$ cat src/rtl/dual_port_mem_responder.sv
// dual_port_mem_responder: fixed-latency responder for split instruction/data memory ports
//   clk, reset              : clock, asynchronous active-high reset
//   i_mem_read/address      : instruction read request (level), byte address
//   i_mem_resp/rdata        : one-cycle completion pulse, read word (0 when idle)
//   d_mem_read/write        : data request (level); write wins when both are set
//   d_mem_address/wdata/byte_enable : data byte address, write word, byte mask
//   d_mem_resp/rdata        : one-cycle completion pulse, read word (0 when idle or write)
module dual_port_mem_responder #(
  parameter int ADDR_WIDTH = 8,
  parameter int LATENCY    = 2
) (
  input  logic        clk,
  input  logic        reset,
  input  logic        i_mem_read,
  input  logic [15:0] i_mem_address,
  output logic        i_mem_resp,
  output logic [15:0] i_mem_rdata,
  input  logic        d_mem_read,
  input  logic        d_mem_write,
  input  logic [15:0] d_mem_address,
  input  logic [15:0] d_mem_wdata,
  input  logic [1:0]  d_mem_byte_enable,
  output logic        d_mem_resp,
  output logic [15:0] d_mem_rdata
);
  localparam logic [1:0] S_IDLE = 2'd0;
  localparam logic [1:0] S_BUSY = 2'd1;
  localparam logic [1:0] S_RESP = 2'd2;
  logic [1:0]            r_state;
  logic                  r_gnt;
  logic                  r_last;
  logic [3:0]            r_cnt;
  logic                  r_i_resp;
  logic                  r_d_resp;
  logic [15:0]           r_i_rdata;
  logic [15:0]           r_d_rdata;
  logic [15:0]           r_mem [2**ADDR_WIDTH];
  logic                  w_d_req;
  logic                  w_req;
  logic                  w_pick;
  logic                  w_done;
  logic                  w_wr;
  logic [15:0]           w_addr;
  logic [ADDR_WIDTH-1:0] w_idx;
  logic [15:0]           w_old;
  logic [15:0]           w_new;
  logic                  w_unused;
  assign w_d_req = d_mem_read | d_mem_write;
  // r_gnt: 0 = instruction port, 1 = data port
  assign w_req   = r_gnt ? w_d_req : i_mem_read;
  // on a tie the port not served last wins
  assign w_pick  = (i_mem_read && w_d_req) ? ~r_last : w_d_req;
  // completion edge: request still held and latency expired
  assign w_done  = (r_state == S_BUSY) && w_req && (r_cnt == 4'd0);
  assign w_addr  = r_gnt ? d_mem_address : i_mem_address;
  assign w_idx   = w_addr[ADDR_WIDTH:1];
  assign w_wr    = r_gnt && d_mem_write;
  assign w_old   = r_mem[w_idx];
  assign w_new   = {d_mem_byte_enable[1] ? d_mem_wdata[15:8] : w_old[15:8],
                    d_mem_byte_enable[0] ? d_mem_wdata[7:0]  : w_old[7:0]};
  assign w_unused = ^{w_addr[0], w_addr[15:ADDR_WIDTH+1]};
  assign i_mem_resp  = r_i_resp;
  assign i_mem_rdata = r_i_rdata;
  assign d_mem_resp  = r_d_resp;
  assign d_mem_rdata = r_d_rdata;
  always_ff @(posedge clk or posedge reset) begin
    if (reset) begin
      r_state   <= S_IDLE;
      r_gnt     <= 1'b0;
      r_last    <= 1'b0;
      r_cnt     <= 4'd0;
      r_i_resp  <= 1'b0;
      r_d_resp  <= 1'b0;
      r_i_rdata <= 16'h0000;
      r_d_rdata <= 16'h0000;
    end else begin
      r_i_resp  <= 1'b0;
      r_d_resp  <= 1'b0;
      r_i_rdata <= 16'h0000;
      r_d_rdata <= 16'h0000;
      if (r_state == S_IDLE) begin
        if (i_mem_read || w_d_req) begin
          r_state <= S_BUSY;
          r_gnt   <= w_pick;
          r_cnt   <= 4'(LATENCY - 1);
        end
      end else if (r_state == S_BUSY) begin
        if (!w_req) begin
          r_state <= S_IDLE;
        end else if (w_done) begin
          r_state   <= S_RESP;
          r_i_resp  <= ~r_gnt;
          r_d_resp  <= r_gnt;
          r_i_rdata <= r_gnt ? 16'h0000 : w_old;
          r_d_rdata <= (r_gnt && !w_wr) ? w_old : 16'h0000;
        end else begin
          r_cnt <= r_cnt - 4'd1;
        end
      end else begin
        r_state <= S_IDLE;
        r_last  <= r_gnt;
      end
    end
  end
  // array is not reset; a write lands on the same edge that raises resp
  always_ff @(posedge clk) begin
    if (w_done && w_wr)
      r_mem[w_idx] <= w_new;
  end
endmodule

$ cat config.mk
export PLATFORM = sky130hd
export DESIGN_NAME = dual_port_mem_responder
export DESIGN_NICKNAME = d
export VERILOG_FILES = /design/src/rtl/dual_port_mem_responder.sv
export SDC_FILE = /design/constraint.sdc
export NUM_CORES = 2
export LEC_CHECK = 0
export CAP_MARGIN = 20
export CORE_UTILIZATION = 30
export CTS_CLUSTER_SIZE = 10
export DETAILED_ROUTE_END_ITERATION = 8
export GPL_TIMING_DRIVEN = 0
export PLACE_DENSITY_LB_ADDON = 0.05
export SYNTH_ARGS = -nofsm -noshare
export SYNTH_HDL_FRONTEND = slang
export SYNTH_SLANG_ARGS = --single-unit
$ cat constraint.sdc
create_clock -name clk -period 24.1 [get_ports clk]
set_input_delay 4.82 -clock clk [delete_from_list [all_inputs] [get_ports clk]]
set_output_delay 4.82 -clock clk [all_outputs]
set_load 0.005 [all_outputs]
# Yosys cells after proc, flatten, opt, wreduce, memory -nomap -nowiden
# Memory sizes are Yosys's and may differ from the RTL's.
# Cells that the tools add are included.
# W data, S select, Z words.
# classes
n_addsub,1
n_eq_ne,4
n_mux,35
n_bitwise,5
n_reduce_logical,16
# op_table
operator,n
$mux W16,10
$mux W4,5
$mux W8,2
$mux W1,12
$mux W2,5
$mux W9,1
$logic_and A1 B1 Y1,6
$reduce_and A2 Y1,3
$logic_not A4 Y1,1
$ne A2 B1 Y1 const B,2
$ne A4 B4 Y1 const B,1
$not A1 Y1,4
$reduce_and A4 Y1,1
$reduce_bool A2 Y1,2
$sub A4 B1 Y4 const B,1
$eq A2 B1 Y1 const B,1
$logic_not A2 Y1,1
$logic_not A1 Y1,1
$logic_or A1 B1 Y1,1
$or A1 B1 Y1,1
# totals
regBits,42
ramBits,4096
inputBits,55
output_inout_bits,34
elab_cells,70
memories,1
# mem_list
name,words,width,rd,rd_clocked_by_memory_dff,write_ports,line,rtl
r_mem,256,16,1,0,1,37,logic [15:0] r_mem [2**ADDR_WIDTH];

# Depth between registers and ports, before layout
# logic_depth
word_depth,8
mapped_depth,14
ltp_nobuf,9

# Worst setup path before layout
# OpenSTA, ideal clock, no wires.
# synth_timing
kind,input to register
from,in d_mem_address[1]
to,"mem r_mem[0][3], data pin"
setup_time_ps,2239
arrival_ps,17132
t_required_ps,21861
setup_slack_ps,4729
cell_stages,12
n_path_buf,5
cell_sequence,buf_2 or3b_1 buf_2 and2_1 buf_4 buf_4 clkbuf_1 o22ai_1 o21ai_0 nand4_1 or4_4 o31ai_1
# synth_between
elab_chain_cells,3
# synth_lines
item,line,rtl
from (decl),20,"input logic [15:0] d_mem_address,"
$mux W9,55,assign w_addr = r_gnt ? d_mem_address : i_mem_address;
$mem_v2 Z256 W16,n/a,
$mux W8,60,d_mem_byte_enable[0] ? d_mem_wdata[7:0] : w_old[7:0]};
net w_new[3],46,logic [15:0] w_new;
to (decl),37,
# The timed path passes the listed nets, and every way through them passes these cells.

# Final worst setup path
# layout_timing
from,in d_mem_address[2]
to,"mem r_mem[196][6], data pin"
# Same word-level chain as after synthesis.

==> impl_results.md <==
* Crit Path Class: in2reg
* FP Rows at 269
* Post-DP HPWL at 565.8 mm
* Synth-to-Final Area Change at 22.13%
* Number of buffers created by CTS at 480
* Period Utilization, post-route at 0.5395
* Setup repair bufs after CTS at 0
* Synth Flop Type: edfxtp_1
* Yosys top cell area share at 0.7571
* GRT Residual Overflow at 0
* Clock slew at reported path FFs at 0.06 ns
* Place WS at 10.26 ns
* Seq cells post-synth at 4138
* Final Util at 0.3689
* Placed cell areas at 184700 sq um
* Max Fclk at 0.07691 GHz
* Chip width at 737.9 microns
* Worst EP required at 24.97 ns
* Core footprint at 537800 sq um
* Final instance area at 198400 sq um
* Drt drc at 13
* Worst setup margin at 11.10 ns
* Crit path time final at 13.00 ns
* Initial antenna violation count at 85
* Synthesized area per cell at 16.82 sq um
* CP Launch Type: input pin
* RSZ-0062 raised after global routing: no
* Post-synthesis sequential area ratio at 0.7636
* WL final at 752.6 mm
* GR Util met3 at 0.04819
* Clock Root Buffer: clkbuf_16
* Nets at 10.97k
* Buffers on Ports at 69
* Post-Route Hold Slack at 0.5213 ns
* Post-DRT Antenna Nets at 0
* Fin. max-slew vios at 0
* Sink Count at 4138
* Crit Path Max Fanout at 21
* Clock Latency Late Sink at 1.08 ns
* Starting Density at 0.3021
* Global-route wire length before repair at 981.4 mm
* Hold WC Path Type: reg2reg
* TNS Setup at 0 ns
* Initial DRT Pass Iterations at 9
* Area leader, netlist: edfxtp_1
* Power after layout at 20.51 mW
* Clock skew at 0.1186 ns
* Final setup vio count at 0
* Status: finished with violations
* TritonCTS clock tree: yes
* Grt met1 use at 0.3653
* H-tree levels at 5
* Most Used Layer, Global Route: met2
* Leakage power at 61.79 nW
* Peak supply drop at 68.49 uV
* GP Congestion at 0.9468
* Max_cap viols at 0
* Main area contributors after synthesis: edfxtp_1 (76%), a21o_1 (4.5%), a21oi_1 (3.7%)
* CTS resizes at 0
* Fin. Hold Viols at 0
* Async set-or-reset flop fraction in the synthesized netlist at 0.01015
* EDFF count, synth at 4096
* Vias in the first global route at 101.5k
* CTS hold repair buffers at 0
* Synth warn at 0
* Layout cells sized above 1 at 0.2013
* Relative slew slack at 0.07677
* Io pins at 89
* Synth Instances at 9660
* Synth Cell Area at 162500 sq um
* PwrDens at 103.4 nW/um^2
* # placed instances at 17.60k
* Setup crit end kind: flip-flop
* Vias at 104.6k
* Drt wl/cell at 40.96 microns
* Finished Layout Cells at 18.37k
* Grt met2 use at 0.4214
* Starting DRT DRC Count at 14.32k
* Worst path arrival time at 13.87 ns
* Synth cell types at 55
* Worst-margin pin slew at 1.385 ns
* Die H at 737.9 microns
* Syn_nets at 9716
* Largest net degree at the start of global routing at 43
* Total die area at 544500 sq um
* Via-to-Cell Ratio at 5.695
* Failing checks: DRC
* Total track usage at 0.2696
* Max clock buf depth at 4
==> logic make-up (layout without fill, tap and decap cells) <==
group                    after synthesis  in the layout  synth area share
multiplexers                         260            260           0.03579
AND/OR/NAND/NOR                      913            913           0.03167
AO/OA/AOI/OAI                       3547           3547            0.1446
buffers and inverters                798           2283           0.02410
other                                  0             45                 0
adder cells (fa/ha/maj)                1              1        0.00007701
flip-flops                          4138           4138            0.7636
XOR/XNOR                               3              3         0.0001618
==> layer usage <==
layer / vias up / share of wire
li1: 42280 / -
met1: 55780 / 0.42
met2: 5306 / 0.45
met3: 1246 / 0.076
met4: 22 / 0.056
met5: - / 0.00020
==> worst paths after layout <==
check | start | to | slack, ns | depth (start not counted)
max | d_mem_address[2] | r_mem[196][6] | 11.10 | 16
min | r_last | r_last | 0.52 | 1
max reg2reg | r_gnt | r_mem[196][6] | 14.75 | 18
min reg2reg | r_last | r_last | 0.52 | 1
max in group asynchronous | reset | d_mem_rdata[13] | 19.25 | 2
min in group asynchronous | reset | r_cnt[1] | 4.29 | 2
==> critical path, stage by stage <==
cell	delay (ns)
clkdlybuf4s50_1	0.74
nand3_2	0.36
buf_2	0.59
buf_2	0.80
buf_2	0.39
a21oi_1	0.10
o41ai_1	1.05
nand4_1	0.88
nor4_1	1.34
nand3_2	0.61
o31ai_4	0.99
buf_16	0.24
buf_16	0.16
buf_8	0.20
buf_8	0.21
buf_8	0.21
==> cell type report <==
cell class                 instances  area (sq um)
fill                           50480        339400
sequential                      4138        124000
multi-input combinational       4724         35740
clock buffer                     625         12670
timing repair buffer             767         12080
tap                             7181          8985
buffer                           789          3909
clock inverter                    93         838.3
antenna                           45         112.6
inverter                           9         33.78
==> placed cells by master, fill, tap and decap left out, types with 63 or more instances in the layout <==
cell             synthesis  layout
o22ai_1                448     448
o21ai_0                212     212
a21oi_1               1203    1203
buf_16                   0     171
nand4_1                173     173
mux4_2                 256     256
o41ai_1                359     337
a21o_1                 972     972
buf_8                    1     334
clkbuf_16                0     484
clkbuf_1               352     469
nand2b_1               141     141
buf_2                  291     375
buf_4                   93     146
nand2_1                 63      63
a41oi_1                244     244
edfxtp_1              4096    4096
clkdlybuf4s50_1          0      69
or2b_1                  98      98
nor2_2                   0     207
==> state kept, by name, indices dropped and copies added (netlist names) <==
signal and flops:
d_mem_rdata 16, d_mem_resp 1, i_mem_rdata 16, i_mem_resp 1
r_cnt 4, r_gnt 1, r_last 1, r_mem 4096
r_state 2
==> power by group <==
| part | leakage, nW | switching (mW) | internal, mW |
|---|---|---|---|
| Combinational | 18.0 | 3.60 | 1.51 |
| Clock | 6.50 | 2.94 | 3.65 |
| Sequential | 37.3 | 0.0104 | 8.79 |
| Total | 61.8 | 6.56 | 14.0 |
==> Yosys cell counts, drive strengths merged, types with 2 or more instances <==
library cell,count
mux4,256
or2b,98
o21ai,225
a22oi,2
or4,18
nor2b,2
a41oi,244
o41ai,359
nor2,265
a21o,972
nor3b,5
buf,437
a222oi,47
or3,4
inv,9
clkbuf,352
nand2,63
a21oi,1203
o2111ai,22
xor2,2
nor3,37
o31ai,17
nand2b,141
and2,9
or3b,12
mux2,4
and4,17
and3b,3
o22ai,452
nor4,32
nand4,173
dfrtp,42
edfxtp,4096
nand3,20
nand3b,12
(Power assumes the default switching activity.)
